$ cat config.mk
export PLATFORM = sky130hd
export DESIGN_NAME = riscv_exec_ctrl
export DESIGN_NICKNAME = d
export VERILOG_FILES = /design/src/rtl/riscv_pkg.sv /design/src/rtl/riscv_alu_core.sv /design/src/rtl/riscv_exec_ctrl.sv
export SDC_FILE = /design/constraint.sdc
export NUM_CORES = 1
export LEC_CHECK = 0
export BUFFER_PORTS_ARGS = -buffer_cell sky130_fd_sc_hd__buf_2
export CORE_MARGIN = 10
export CORE_UTILIZATION = 54
export DETAILED_ROUTE_END_ITERATION = 7
export MAX_ROUTING_LAYER = met4
export PLACE_DENSITY = 0.83
export SLEW_MARGIN = 20
export SYNTH_ARGS = -nofsm -noshare
export SYNTH_HDL_FRONTEND = slang
export SYNTH_SLANG_ARGS = --single-unit
$ cat constraint.sdc
create_clock -name clk -period 24.7 [get_ports clk]
set_clock_uncertainty 0.15 [all_clocks]
set_input_delay 6.175 -clock clk [delete_from_list [all_inputs] [get_ports clk]]
set_output_delay 6.175 -clock clk [all_outputs]
set_load 0.1 [all_outputs]
$ cat src/rtl/riscv_pkg.sv
// Shared types, encodings and the `REG_SIZE macro for the RV32 execute/control slice.
// Optional macro RISCV_SLT_EN adds the SLT ALU operation.
`ifndef RISCV_REG_SIZE_DEFINED
`define RISCV_REG_SIZE_DEFINED
`define REG_SIZE [XLEN-1:0]
`endif

package riscv_pkg;
    localparam int XLEN = 32;

    typedef logic [4:0] reg_idx_t;

    typedef enum logic [6:0] {
        OP_R = 7'b0110011,
        OP_I = 7'b0010011,
        OP_L = 7'b0000011,
        OP_S = 7'b0100011,
        OP_B = 7'b1100011,
        OP_J = 7'b1101111
    } opcode_e;

    typedef enum logic [2:0] {
        F3_ADD = 3'b000,
        F3_SLT = 3'b010,
        F3_XOR = 3'b100,
        F3_OR  = 3'b110,
        F3_AND = 3'b111
    } funct3_e;

    typedef enum logic [6:0] {
        F7_BASE = 7'b0000000,
        F7_ALT  = 7'b0100000
    } funct7_e;

    typedef enum logic [2:0] {
        ADD = 3'd0,
        SUB = 3'd1,
        AND = 3'd2,
        OR  = 3'd3,
        XOR = 3'd4
`ifdef RISCV_SLT_EN
        , SLT = 3'd5
`endif
    } alu_op_e;

    typedef enum logic [1:0] {
        PC_4   = 2'd0,
        PC_BEQ = 2'd1,
        PC_J   = 2'd2
    } PC_sel_e;

    typedef enum logic {
        Read  = 1'b0,
        Write = 1'b1
    } DataMem_sel_e;

    typedef enum logic {
        from_ALU     = 1'b0,
        from_DataMem = 1'b1
    } MReg_sel_e;

    typedef struct packed {
        logic    ok;
        alu_op_e op;
    } alu_dec_t;

    // Shared funct3 map for register and immediate arithmetic.
    function automatic alu_dec_t f3_to_alu(input logic [2:0] f3);
        alu_dec_t d;
        d.ok = 1'b1;
        d.op = ADD;
        case (f3)
            F3_ADD:  d.op = ADD;
            F3_XOR:  d.op = XOR;
            F3_OR:   d.op = OR;
            F3_AND:  d.op = AND;
`ifdef RISCV_SLT_EN
            F3_SLT:  d.op = SLT;
`endif
            default: d.ok = 1'b0;
        endcase
        return d;
    endfunction
endpackage

$ cat src/rtl/riscv_alu_core.sv
// Operand-B mux, 32-bit ALU and zero detect; purely combinational, zero latency.
// No flow control; SLT exists only when RISCV_SLT_EN is defined.
module riscv_alu_core
    import riscv_pkg::*;
(
    input  logic [2:0]   alu_op,
    input  logic         is_R,
    input  logic `REG_SIZE Rs1,
    input  logic `REG_SIZE Rs2,
    input  logic `REG_SIZE imm32,
    output logic `REG_SIZE result,
    output logic         is_equal
);
    logic `REG_SIZE op_b;

    assign op_b = is_R ? Rs2 : imm32;

    always_comb begin
        result = Rs1 + op_b;
        case (alu_op)
            SUB:     result = Rs1 - op_b;
            AND:     result = Rs1 & op_b;
            OR:      result = Rs1 | op_b;
            XOR:     result = Rs1 ^ op_b;
`ifdef RISCV_SLT_EN
            SLT:     result = {{(XLEN-1){1'b0}}, ($signed(Rs1) < $signed(op_b))};
`endif
            default: result = Rs1 + op_b;
        endcase
    end

    assign is_equal = (result == '0);
endmodule

$ cat src/rtl/riscv_exec_ctrl.sv
// Main control + ALU control + ALU for the single-cycle RV32 core; optional RISCV_SLT_EN.
// Datapath outputs combinational (zero latency); only the sticky illegal flag is registered.
// No flow control; illegal holds until a synchronous active-high rst.
module riscv_exec_ctrl
    import riscv_pkg::*;
(
    input  logic         clk,
    input  logic         rst,
    input  logic [6:0]   opcode,
    input  logic [2:0]   funct3,
    input  logic [6:0]   funct7,
    input  logic `REG_SIZE Rs1,
    input  logic `REG_SIZE Rs2,
    input  logic `REG_SIZE imm32,
    output logic [2:0]   ALU_Op,
    output logic `REG_SIZE ALU_Result,
    output logic         is_equal,
    output logic         RegWrite,
    output logic         DataMem_RW,
    output logic         MReg,
    output logic [1:0]   PC_sel,
    output logic         is_R,
    output logic         illegal
);
    alu_op_e  alu_op;
    alu_dec_t f3_dec;
    logic     dec_illegal;

    assign f3_dec = f3_to_alu(funct3);

    always_comb begin
        RegWrite    = 1'b0;
        DataMem_RW  = Read;
        MReg        = from_ALU;
        PC_sel      = PC_4;
        is_R        = 1'b0;
        alu_op      = ADD;
        dec_illegal = 1'b0;
        case (opcode)
            OP_R: begin
                RegWrite = 1'b1;
                is_R     = 1'b1;
                if (funct7 == F7_BASE && f3_dec.ok) begin
                    alu_op = f3_dec.op;
                end else if (funct7 == F7_ALT && funct3 == F3_ADD) begin
                    alu_op = SUB;
                end else begin
                    dec_illegal = 1'b1;
                end
            end
            OP_I: begin
                RegWrite = 1'b1;
                if (f3_dec.ok) alu_op = f3_dec.op;
                else           dec_illegal = 1'b1;
            end
            OP_L: begin
                RegWrite = 1'b1;
                MReg     = from_DataMem;
            end
            OP_S: DataMem_RW = Write;
            OP_B: begin
                is_R   = 1'b1;
                alu_op = SUB;
                // Only BEQ is implemented; other branch kinds fall through to PC+4.
                if (funct3 == 3'b000) PC_sel = PC_BEQ;
                else                  dec_illegal = 1'b1;
            end
            OP_J:    PC_sel = PC_J;
            default: dec_illegal = 1'b1;
        endcase
    end

    assign ALU_Op = alu_op;

    always_ff @(posedge clk) begin
        if (rst)              illegal <= 1'b0;
        else if (dec_illegal) illegal <= 1'b1;
    end

    riscv_alu_core u_alu (
        .alu_op   (alu_op),
        .is_R     (is_R),
        .Rs1      (Rs1),
        .Rs2      (Rs2),
        .imm32    (imm32),
        .result   (ALU_Result),
        .is_equal (is_equal)
    );
endmodule

**Yosys cells after proc, flatten, opt, wreduce, memory -nomap -nowiden**

Cells that the tools add are included.

- Logic and storage cells: 48
- Register bits after elaboration: 1
- Output and inout bits: 43

- Add/sub/neg operators: 2
- Bitwise logic cells: 3
- Reduce and logical (&&, ||, !) cells: 9
- Mux-type cells: 19
- Equality and inequality tests: 14

Operator list:

| operator | count |
|---|---|
| one-hot mux 32 bit (4 select lines) | 1 |
| adder 32 bit | 1 |
| AND 32 bit | 1 |
| logical NOT 32 bit | 1 |
| 2-to-1 mux 32 bit | 1 |
| bitwise OR 32 bit | 1 |
| subtractor 32 bit | 1 |
| bitwise XOR 32 bit | 1 |
| == test 7 x 6 -> 1 bit (second input constant) | 3 |
| one-hot mux 3 bit (3 select lines) | 2 |
| == test 7 bit (second input constant) | 2 |
| == test 3 bit (second input constant) | 4 |
| 2-to-1 mux 1 bit | 11 |
| == test 7 x 2 -> 1 bit (second input constant) | 1 |
| == test 7 x 5 -> 1 bit (second input constant) | 1 |
| logical NOT 7 bit | 1 |
| == test 3 x 2 -> 1 bit (second input constant) | 2 |
| 2-to-1 mux 3 bit | 2 |
| OR reduction 3 bit | 2 |
| one-hot mux 1 bit (4 select lines) | 1 |
| one-hot mux 2 bit (2 select lines) | 1 |
| OR reduction 4 bit | 1 |
| == test 3 x 1 -> 1 bit (second input constant) | 1 |
| logical NOT 3 bit | 1 |
| 2 further kinds | 3 |

**Depth between registers and ports, before layout**

- Depth in word-level cells: 9
- Mapped depth: 25

**Cells and area by module**

From an unflattened synthesis, not the netlist that was laid out.

- Cell total of the unflattened synthesis: 748
- Area total of the unflattened synthesis: 5236.3 um2

By module, submodules not included:

| module | instances | area an instance (um2) | cells each |
|---|---|---|---|
| riscv_alu_core | 1 | 4977.3 | 709 |
| riscv_exec_ctrl | 1 | 259.0 | 39 |

**Least setup slack after synthesis**

OpenSTA, ideal clock, no wires.

- Path type: input-to-output
- From: input port opcode[2]
- To: output port is_equal
- Data arrival time: 14.746 ns
- Data required time: 18.375 ns
- Stages on the path: 24
- Buffers on the path: 6
- Path slack: 3.629 ns
- Cells stage by stage: and4bb_1 > buf_4 > nand4_1 > o22ai_2 > buf_2 > buf_2 > buf_1 > buf_1 > and2_1 > clkbuf_1 > nor2_1 > xnor2_1 > ha_1 > a21o_1 > a221oi_4 > o21a_4 > o211a_1 > nor3_1 > a311oi_1 > o21ai_0 > or4_1 > nor4_1 > nand4_1 > nor4_2

RTL lines:

| what | line | RTL |
|---|---|---|
| start, declared | riscv_exec_ctrl.sv:9 | `input logic [6:0] opcode,` |
| end, declared | riscv_exec_ctrl.sv:17 | `output logic is_equal,` |

**Final worst setup path**

- From: input port opcode[1]
- To: output port is_equal

- Word-level cells in the longest chain between the ends: 7

Ends and longest elaborated chain:

| what | line | RTL |
|---|---|---|
| == test 7 bit or == test 7 x 6 -> 1 bit (tied branches) | riscv_exec_ctrl.sv:39 | `case (opcode)` |
| OR reduction 2 bit (no source line) | - |  |
| 2-to-1 mux 1 bit | riscv_exec_ctrl.sv:39 |  |
| 2-to-1 mux 32 bit | riscv_alu_core.sv:16 | `assign op_b = is_R ? Rs2 : imm32;` |
| adder 32 bit (tied with other cells) | - |  |
| one-hot mux 32 bit (4 select lines) * | riscv_alu_core.sv:20 | `case (alu_op)` |
| logical NOT 32 bit * | riscv_alu_core.sv:32 | `assign is_equal = (result == '0);` |

Mark *: on every way between the ends. The rest lies on a longest branch, timed or not.

==> qor.csv <==
stage,metric,value,unit
run_status,outcome,"complete, no violations",
die,die_y,119,um
setup_path,crit_type,in2out,
cts,clk_latency,0,ps
synthesis,ys_seq_elements,1,
synthesis,post-synth-top-count-cell,ha_1,
cells_and_area,layoutNonFillerInstCount,1026,
synthesis,synthTopCellsByArea,"ha_1 (22%), mux2i_1 (7.6%), xnor2_1 (7.0%)",
flow_run,cap_violations,0,
sta,drv_slew,0,
power,netSwitchingFraction,0.748,
power,power_switching,0.178,mW
sta,setup_viol,0,
cts,holdBufCountCts,0,
global_routing,grt_pass1_wl,29200,um
sta,fin_crit_sh,0.766,
synthesis,yosysTopAreaCell,ha_1,
die,num_rows,35,
cells_and_area,antenna_cells,0,
hold_path,hold_path.class,reg2reg,
placement,dpl_cell_area,6120,um^2
power,p_leak,3.16,nW
placement,hpwl,14700,um
cells_and_area,n_fill_cell,924,
global_routing,grt_max_degree,61,
synthesis,synth-main-ff-cell,dfxtp_1,
synthesis,syn_avg_cell_area,6.84,um^2
setup_path,cp.arrival,12600,ps
global_routing,grt_pass1_vias,5802,
cells_and_area,largest-register,illegal,
cells_and_area,finalCoreUtilization,0.653,
synthesis,synthesis.area,5250,um^2
sta,fmax,0.0528,GHz
power,ir_drop,41.8,uV
die,start_util,0.560,
cts,path_clk_slew,0,ps
cells_and_area,regArea,20.0,um^2
sta,setup_tns,0,ps
global_routing,antenna_found_initial,0,
sta,rsz0062_at_grt,false,
route,drt_wl_total,18100,um
cells_and_area,top_regs,illegal (1),
cells_and_area,final_nets,1108,
power,p_per_area,38.9,nW/um^2
route,viasPerCell,6.00,
placement,io_buffers,157,
setup_path,startpoint_type,input port,
power,pwr-share-comb,0.992,
synthesis,yosys_warnings,0,
setup_path,required,18380,ps
cells_and_area,syn2layout_area_growth,16.7,%
route,drtAntennaViolNets,0,
cells_and_area,drive_gt1_frac,0.211,
power,clkPwrFrac,0,
cells_and_area,multi_input_comb_area,4790,um^2
power,p_int,0.0600,mW
cells_and_area,fin_area,6120,um^2
synthesis,synth_edf_count,0,
route,wl_per_cell,17.6,um
placement,place.gp.congestion,0.983,
synthesis,syn-num-nets,976,
synthesis,synth_commonest_cells,"ha_1 (93), inv_1 (81), nand2_1 (63)",
global_routing,grt_overflow,0,
die,design.portCount,158,
synthesis,yosysTopAreaCellShare,0.222,
setup_path,end_kind,output port,
synthesis,ys_types,79,
global_routing,grt_usage,0.244,
die,dieArea,14100,um^2
synthesis,syn_inst,767,
route,first_iter_violations,646,
route,firstDrtPassIters,5,
cts,cts_setup_buffers,0,
route,drc,0,
power,seq_power_share,0.008,
sta,worst_slew_pin_slew,868,ps
synthesis,ys_seq_area_frac,0.00381,
die,coreArea,9370,um^2
sta,final-hold-violation-count,0,
route,vias,6153,
sta,slew_headroom,0.420,
placement,place_ws,5860,ps
cts,cts_resized,0,
cells_and_area,largest_reg_flops,1,
synthesis,synthArstFlopShare,0,
sta,period_minus_slack,18930,ps
setup_path,crit_path_max_fanout,44,
die,die_x,119,um
placement,dp.cells,1026,
sta,worst_slack,5770,ps
-- per-stage QoR --
step / power (mW) / hold slack [ps]
after global routing: 0.253 / 348
after detailed placement: 0.236 / 327
after CTS: 0.237 / 323
final: 0.238 / 314
after floorplan: 0.186 / 904
after global placement: 0.235 / 304
-- layer usage --
layer  vias up  track usage  wire, um
met5         -            -         0
met4         0       0.0382       282
met3        22       0.0281      1370
met2       278        0.395      8450
met1      2827        0.322      7990
li1       3026            -         -
-- kinds of logic after synthesis --
kind of cell	Yosys count	share of synthesized area
and+or+nand+nor	238	0.230
AOI/OAI and AO/OA	218	0.277
buffers and inverters	117	0.0870
adders and majority gates	94	0.226
xor gates and xnor gates	56	0.0935
muxes	43	0.0832
DFF	1	0.00382
-- layout make-up --
type	instances	share of cell area
flip-flops and latches	1	0.00327
repair buffers	164	0.137
inverters	83	0.0509
well taps	129	0.0264
multi-input cells	649	0.783
-- power by group through the flow --
stage	Combinational, mW	Clock [mW]	Sequential, mW
finish	0.237	0	0.00180
global route	0.252	0	0.00181
CTS	0.235	0	0.00180
detailed placement	0.234	0	0.00180
global placement	0.233	0	0.00179
floorplan	0.183	0	0.00251
-- layout by cell type (no fill, tap or decap), drive strengths merged, types with 3 or more instances in the layout --
cell and count:
nor2b 8, nor4b 4, o211ai 4, nor3 24, o21a 6, a221oi 8, and2 4, a22oi 10
a311oi 4, and3 10, a211o 4, nor3b 3, ha 93, inv 83, a31o 3, nand2 63
buf 164, nand4 10, a211oi 12, or3 11, a21o 10, o21bai 4, mux2i 41, a31oi 6
nor2 57, nor4 8, xnor2 42, nand2b 3, nand3 19, xor2 14, o31ai 3, a21oi 60
o21ai 60, or4 5
-- final timing paths --
| path | startpoint | cells after the start | to | slack (ps) |
|---|---|---|---|---|
| worst max-delay path | opcode[1] | 24 | is_equal | 5770 |
| worst min-delay path | illegal | 2 | illegal | 310 |
| worst max register to register | illegal | 2 | illegal | 23880 |
| worst min register to register | illegal | 2 | illegal | 310 |
-- critical path, cell delays in order --
cell and delay [ps]:
buf_2 110, and4bb_1 300, nand3_2 110, buf_4 550, inv_2 370, or3_1 400, o31ai_1 70, nand2_1 160
nor3_1 270, a21oi_1 130, xnor2_1 160, ha_1 390, a21oi_1 240, o21ai_1 140, a311oi_2 440, o21ai_2 110
xor2_1 160, a21o_1 200, or4_1 530, or4_1 410, nor4_1 290, nand4_1 220, nor4_2 170, buf_2 460
(Power assumes the default switching activity.)
